`src/rtl/fwd_operand_stage.sv`:
```
// EX-stage operand forwarding mux with a registered output, stall/flush and a forwarding counter.
// Optional sticky out-of-range select flag is built when FWD_SEL_CHECK_EN is defined.
module fwd_operand_stage #(
    parameter int WIDTH   = 32,
    parameter int NUM_SRC = 4,
    parameter int SEL_W   = 2,
    parameter int CNT_W   = 16
) (
    input  logic                     clk_i,
    input  logic                     rst_i,
    input  logic [NUM_SRC*WIDTH-1:0] data_i,
    input  logic [SEL_W-1:0]         sel_i,
    input  logic [WIDTH-1:0]         imm_i,
    input  logic                     use_imm_i,
    input  logic                     valid_i,
    input  logic                     stall_i,
    input  logic                     flush_i,
    input  logic                     cnt_clr_i,
    output logic [WIDTH-1:0]         data_o,
    output logic                     valid_o,
    output logic [CNT_W-1:0]         fwd_cnt_o,
    output logic                     sel_err_o
);

    logic [WIDTH-1:0] pick;
    logic             fwd_sel_hit;
    logic             load;
    logic             fwd_event;

    logic [WIDTH-1:0] data_d, data_q;
    logic             valid_d, valid_q;
    logic [CNT_W-1:0] cnt_d, cnt_q;

    // Out-of-range selects fall back to the register-file value (source 0).
    always_comb begin
        pick        = data_i[0 +: WIDTH];
        fwd_sel_hit = 1'b0;
        for (int k = 1; k < NUM_SRC; k++) begin
            if (sel_i == SEL_W'(k)) begin
                pick        = data_i[k*WIDTH +: WIDTH];
                fwd_sel_hit = 1'b1;
            end
        end
        if (use_imm_i) begin
            pick = imm_i;
        end
    end

    assign load      = !flush_i && !stall_i;
    assign fwd_event = load && valid_i && !use_imm_i && fwd_sel_hit;

    always_comb begin
        data_d  = data_q;
        valid_d = valid_q;
        cnt_d   = cnt_q;
        if (flush_i) begin
            data_d  = '0;
            valid_d = 1'b0;
        end else if (!stall_i) begin
            data_d  = pick;
            valid_d = valid_i;
        end
        // Clear beats a simultaneous increment; the count sticks at all-ones.
        if (cnt_clr_i) begin
            cnt_d = '0;
        end else if (fwd_event && (cnt_q != {CNT_W{1'b1}})) begin
            cnt_d = cnt_q + 1'b1;
        end
    end

    always_ff @(posedge clk_i or posedge rst_i) begin
        if (rst_i) begin
            data_q  <= '0;
            valid_q <= 1'b0;
            cnt_q   <= '0;
        end else begin
            data_q  <= data_d;
            valid_q <= valid_d;
            cnt_q   <= cnt_d;
        end
    end

`ifdef FWD_SEL_CHECK_EN
    logic sel_oor;
    logic sel_err_d, sel_err_q;

    assign sel_oor = (32'(sel_i) >= 32'(NUM_SRC));

    // Sticky until reset; the counter clear deliberately leaves it alone.
    always_comb begin
        sel_err_d = sel_err_q;
        if (load && valid_i && !use_imm_i && sel_oor) begin
            sel_err_d = 1'b1;
        end
    end

    always_ff @(posedge clk_i or posedge rst_i) begin
        if (rst_i) begin
            sel_err_q <= 1'b0;
        end else begin
            sel_err_q <= sel_err_d;
        end
    end

    assign sel_err_o = sel_err_q;
`else
    assign sel_err_o = 1'b0;
`endif

    assign data_o    = data_q;
    assign valid_o   = valid_q;
    assign fwd_cnt_o = cnt_q;

endmodule

```
`config.mk`:
```
export PLATFORM = sky130hd
export DESIGN_NAME = fwd_operand_stage
export DESIGN_NICKNAME = d
export VERILOG_FILES = /design/src/rtl/fwd_operand_stage.sv
export SDC_FILE = /design/constraint.sdc
export NUM_CORES = 1
export LEC_CHECK = 0
export CORE_ASPECT_RATIO = 0.6
export CORE_MARGIN = 4
export CORE_UTILIZATION = 40
export DETAILED_ROUTE_END_ITERATION = 10
export HOLD_SLACK_MARGIN = 0.05
export PLACE_DENSITY = 0.86
export RECOVER_POWER = 100
export SLEW_MARGIN = 20
export SYNTH_ARGS = -nofsm -noshare
export SYNTH_HDL_FRONTEND = slang
export SYNTH_SLANG_ARGS = --single-unit
```
`constraint.sdc`:
```
create_clock -name clk_i -period 3.7 [get_ports clk_i]
set_input_delay 0.555 -clock clk_i [delete_from_list [all_inputs] [get_ports clk_i]]
set_output_delay 0.555 -clock clk_i [all_outputs]
set_load 0.005 [all_outputs]
```
; ---- Word level (Yosys, flattened, before mapping)
; Cells that the tools add are included.
[totals]
ff_bits = 49
out_inout_bits = 50
word_cells = 31
[classes]
addsub = 1
n_eq_ne = 5
muxes = 13
reduce_logical = 9
[op_table]
columns = operator, count
row1 = $mux W32, 6
row2 = $mux W16, 2
row3 = $add A16 B1 Y16 const B, 1
row4 = $ne A16 B16 Y1 const B, 1
row5 = $logic_and A1 B1 Y1, 5
row6 = $mux W1, 5
row7 = $eq A2 B2 Y1 const B, 2
row8 = $logic_not A1 Y1, 3
row9 = $eq A2 B1 Y1 const B, 1
row10 = $ne A2 B1 Y1 const B, 1
row11 = $reduce_bool A2 Y1, 1

; ---- Depth between registers and ports, before layout
[depth]
word_depth = 8
mapped_depth = 7
depth_no_buf = 6

; ---- Worst setup path after synthesis
; Ideal clock, no wire load.
[synth_path]
path_kind = input port to flip-flop
start = input flush_i
end = register cnt_q[13], in the netlist fwd_cnt_o[13]
setup_ps = 78
arrival_time_ps = 2157
t_required_ps = 3622
slack_ps = 1466
stages = 6
cell_sequence = buf_6 -> or4b_4 -> nor4_4 -> nand4_2 -> or3_1 -> a21oi_1
[synth_via]
elab_chain_len = 7
[synth_lines]
columns = element, line_no
row1 = "start, declared", 17  ; input logic flush_i,
row2 = $logic_not A1 Y1, 49  ; assign load = !flush_i && !stall_i;
row3 = $logic_and A1 B1 Y1, 49
row4 = $logic_and A1 B1 Y1 (3 in series), 50  ; assign fwd_event = load && valid_i && !use_imm_i && fwd_sel_hit;
row5 = $logic_and A1 B1 Y1, 66  ; end else if (fwd_event && (cnt_q != {CNT_W{1'b1}})) begin
row6 = $reduce_bool A2 Y1 (no line), n/a
row7 = "end signal, assigned", 79  ; cnt_q <= cnt_d;
row8 = "end, declared", 32  ; logic [CNT_W-1:0] cnt_d, cnt_q;
; Every way passes these cells.
; A chain may end at the register's enable or synchronous reset.

; ---- Worst setup path in the final report
[layout_path]
start = register cnt_q[1], in the netlist fwd_cnt_o[1]
end = register cnt_q[5], in the netlist fwd_cnt_o[5]
[layout_via]
elab_chain_len = 3
word_cells_on_any_way = 6
classes_between = add/sub: 1 / eq/ne: 1 / mux: 2 / reduce/logical: 2
[layout_lines]
columns = element, line_no
row1 = $add A16 B1 Y16 or $ne A16 B16 Y1 (tied branches), "67, 66"
row2 = $mux W16 or $logic_and A1 B1 Y1 (tied branches), 66
row3 = $mux W16 or $reduce_bool A2 Y1 (tied branches), n/a
; Several ways; a longest one is shown, not always the timed one. The select of a mux whose other input is x is not followed.

==> impl_metrics.json <==
{
  "status": "finished, violations left",
  "violations": "max-capacitance violations, max-slew violations",
  "synth-compound-area-share": 0.152,
  "place_congestion": 0.854,
  "hold_buffers": 0,
  "drt_first_pass_iters": 4,
  "dp_slack_ns": 0.929,
  "ir_worst_vdd_mv": 0.210,
  "dp.cells": 616,
  "power_leakage_uw": 0.00232,
  "hp-start": "data_o[27]",
  "ys_ff_latch": 49,
  "synth.avg_cell_area_um2": 10.5,
  "muxShareOfSynthArea": 0.233,
  "layout-drive-gt1-share": 0.101,
  "synth-xor-area-share": 0.0184,
  "slowest_delay_ns": 1.04,
  "syn-instance-count": 316,
  "htree_levels": 2,
  "vias": 3342,
  "synth.area.top_cells": "dfrtp_1 (37%), mux4_2 (22%), a221oi_1 (8.4%)",
  "viasPerCell": 5.37,
  "rows": 25,
  "yosys.area_share.simple": 0.144,
  "holdPathStages": 2,
  "grt_max_degree": 66,
  "yosysMostFrequentCell": "dfrtp_1",
  "die_y_um": 78.6,
  "rsz0062_at_grt": "no",
  "finalSetupTns_ns": 0,
  "ys_seq_area_frac": 0.369,
  "timing.fmax_mhz": 365,
  "drt_iter0_drc": 276,
  "met1_length_mm": 4.21,
  "remaining_drc_errors": 0,
  "period_needed_ns": 2.74,
  "p_seq_frac": 0.407,
  "fp.dieW_um": 126,
  "wl_mm": 11.0,
  "root_buffer": "clkbuf_16",
  "seqCellArea_um2": 1230,
  "wl_per_cell_um": 17.7,
  "crit_buf_inv": 0,
  "layoutNonFillerInstCount": 622,
  "grtUsageTotal": 0.218,
  "pwr_density_cell_nw_per_um2": 251,
  "critPathMaxFanout": 12,
  "dpl.hpwl_mm": 8.73,
  "reg2reg_depth": 6,
  "cp_data_required_time_ns": 3.86,
  "io_pins": 219,
  "cts_tree": "built",
  "crit_path_end_kind": "flop",
  "nets": 685,
  "crit_type": "flop to flop",
  "diodes": 0,
  "synth.top_cell.area_share": 0.369,
  "crit_arrival_ns": 2.91,
  "grt_pass1_wl_mm": 17.4,
  "synthAdderAreaFrac": 0.00377,
  "setup_viol": 0,
  "numCtsBuffers": 5,
  "slew_viol_final": 50,
  "fill_cells": 606,
  "post-route-worst-setup-slack_ns": 0.957,
  "syn-cell-area_um2": 3320,
  "die_area_um2": 9880,
  "hold_viol": 0,
  "worstReg2RegEnd": "fwd_cnt_o[5]",
  "finalCritPeriodShare": 0.741,
  "crit_chain": "ha_1 > and4_1 > nand4_1 > o21ai_0 > nor3_1 > mux2_2",
  "whs_endpoint": "data_o[27]",
  "synth.net_count": 486,
  "clkSlewWorstSetupHoldPaths_ns": 0.06,
  "grt_overflow": 0,
  "yosys_most_used_dff": "dfrtp_1",
  "coreArea_um2": 7980,
  "route.met3.wl_um": 873,
  "worst_pin_slew_ns": 2.18,
  "synth_cell_type_count": 35,
  "numClockSinks": 49,
  "max_cap_viol_count": 1,
  "p_int_uw": 1080,
  "hp-class": "flop to flop",
  "portBuffers": 217,
  "ant_nets": 0,
  "p_switching_uw": 334,
  "multiInputGateArea_um2": 1820,
  "worstSkewPairLatency_ns": 0.28,
  "ys_async_sr_fraction": 1.00,
  "clock_path_buffers": 2,
  "initial_core_util": 0.417,
  "wl_met2_mm": 5.74,
  "worst_clock_skew_ns": 0.00334,
  "p_sw_frac": 0.236,
  "top_layer": "met4",
  "antenna_found_initial": 0,
  "area_growth_pct": 69.5,
  "synth_top_area_cell": "dfrtp_1",
  "grt_pass1_vias": 3490,
  "postCtsResizedCells": 0,
  "fin_util": 0.706,
  "relSlewSlack": -0.462,
  "critPathTopFamily": "compound AO/OA/AOI/OAI gates",
  "synth_top_family_by_area": "multiplexers",
  "synth_edf_count": 0,
  "synth_top_cells_by_count": "dfrtp_1 (49), a21oi_1 (36), inv_1 (36)",
  "yosys_warnings": 0,
  "cts_setup_buffers": 0,
  "combPwrFrac": 0.295,
  "cp-start-kind": "flop",
  "clockPowerShare": 0.298,
  "timing.rr.start": "fwd_cnt_o[1]",
  "slowest_stage": "o21ai_0",
  "r2r_setup_slack_ns": 0.96
}
tightest hold or removal path, delay by kind of cell (launching register included):
kind | cells | cell delay (ns)
flops | 1 | 0.37
compound gates | 1 | 0.06
buf+inv | 1 | 0.05
flip-flops by register name (all words and copies together) (netlist names):
signal / cells
fwd_cnt_o: 16
valid_o: 1
data_o: 32
power by group through the flow:
stage / Sequential (uW) / Clock [uW] / Combinational, uW
2_1_floorplan: 588 / 0 / 168
3_3_place_gp: 586 / 0 / 424
3_5_place_dp: 588 / 0 / 433
4_1_cts: 578 / 433 / 435
5_1_grt: 580 / 456 / 451
6_report: 576 / 423 / 417
per-layer routing:
metal | track usage | vias to the layer above
met3 | 0.0625 | 16
met4 | 0.0346 | 0
met1 | 0.267 | 1604
met2 | 0.392 | 155
met5 | 0 | -
li1 | - | 1567
cell type report:
| cell class | instances | area share |
|---|---|---|
| tap | 108 | 0.0240 |
| timing repair buffer | 222 | 0.388 |
| clock inverter | 1 | 0.000888 |
| inverter | 36 | 0.0242 |
| multi-input combinational | 201 | 0.323 |
| clock buffer | 5 | 0.0222 |
| sequential | 49 | 0.218 |
how the worst max path moves through the flow:
stage / from / to / cells after the start
global placement: flush_i / fwd_cnt_o[8] / 6
finish: fwd_cnt_o[1] / fwd_cnt_o[5] / 6
detailed placement: flush_i / fwd_cnt_o[8] / 6
global route: sel_i[0] / data_o[18] / 5
floorplan: flush_i / fwd_cnt_o[13] / 6
CTS: flush_i / fwd_cnt_o[8] / 6
logic make-up (layout without fill, tap and decap cells):
group / count (synthesis) / count (layout)
mux: 37 / 37
flops: 49 / 49
fa+ha+maj: 1 / 1
compound gates: 75 / 75
other cells: 1 / 1
xor+xnor: 7 / 7
buf+inv: 66 / 264
simple gates: 80 / 80
stage by stage:
step           cell area [um2]  total power (uW)  hold WS (ns)
2_1_floorplan             3320               756         0.514
3_3_place_gp              5520              1010         0.523
3_5_place_dp              5520              1020         0.526
4_1_cts                   5650              1450         0.536
5_1_grt                   5630              1490         0.556
6_report                  5630              1420         0.528
cells in the final DEF, fill, tap and decap left out, types with 2 or more instances in the layout:
master,netlist,routed
buf_4,1,4
nor4_1,2,3
clkbuf_16,0,5
clkdlybuf4s50_1,0,163
and3_1,3,3
nor3_1,2,2
and4_1,2,2
nand2b_1,32,32
dlygate4sd3_1,0,50
nor2_1,14,14
nor2b_1,2,2
dfrtp_1,49,49
inv_1,36,35
nand4_1,6,6
nand2_1,5,5
a221oi_1,32,32
a21oi_1,36,36
or3_1,4,4
buf_2,3,3
xor2_1,6,6
mux4_2,32,32
o21ai_0,4,5
mux2_2,2,2
nand3_1,4,4
mux2i_1,3,3
(Power assumes the default switching activity.)
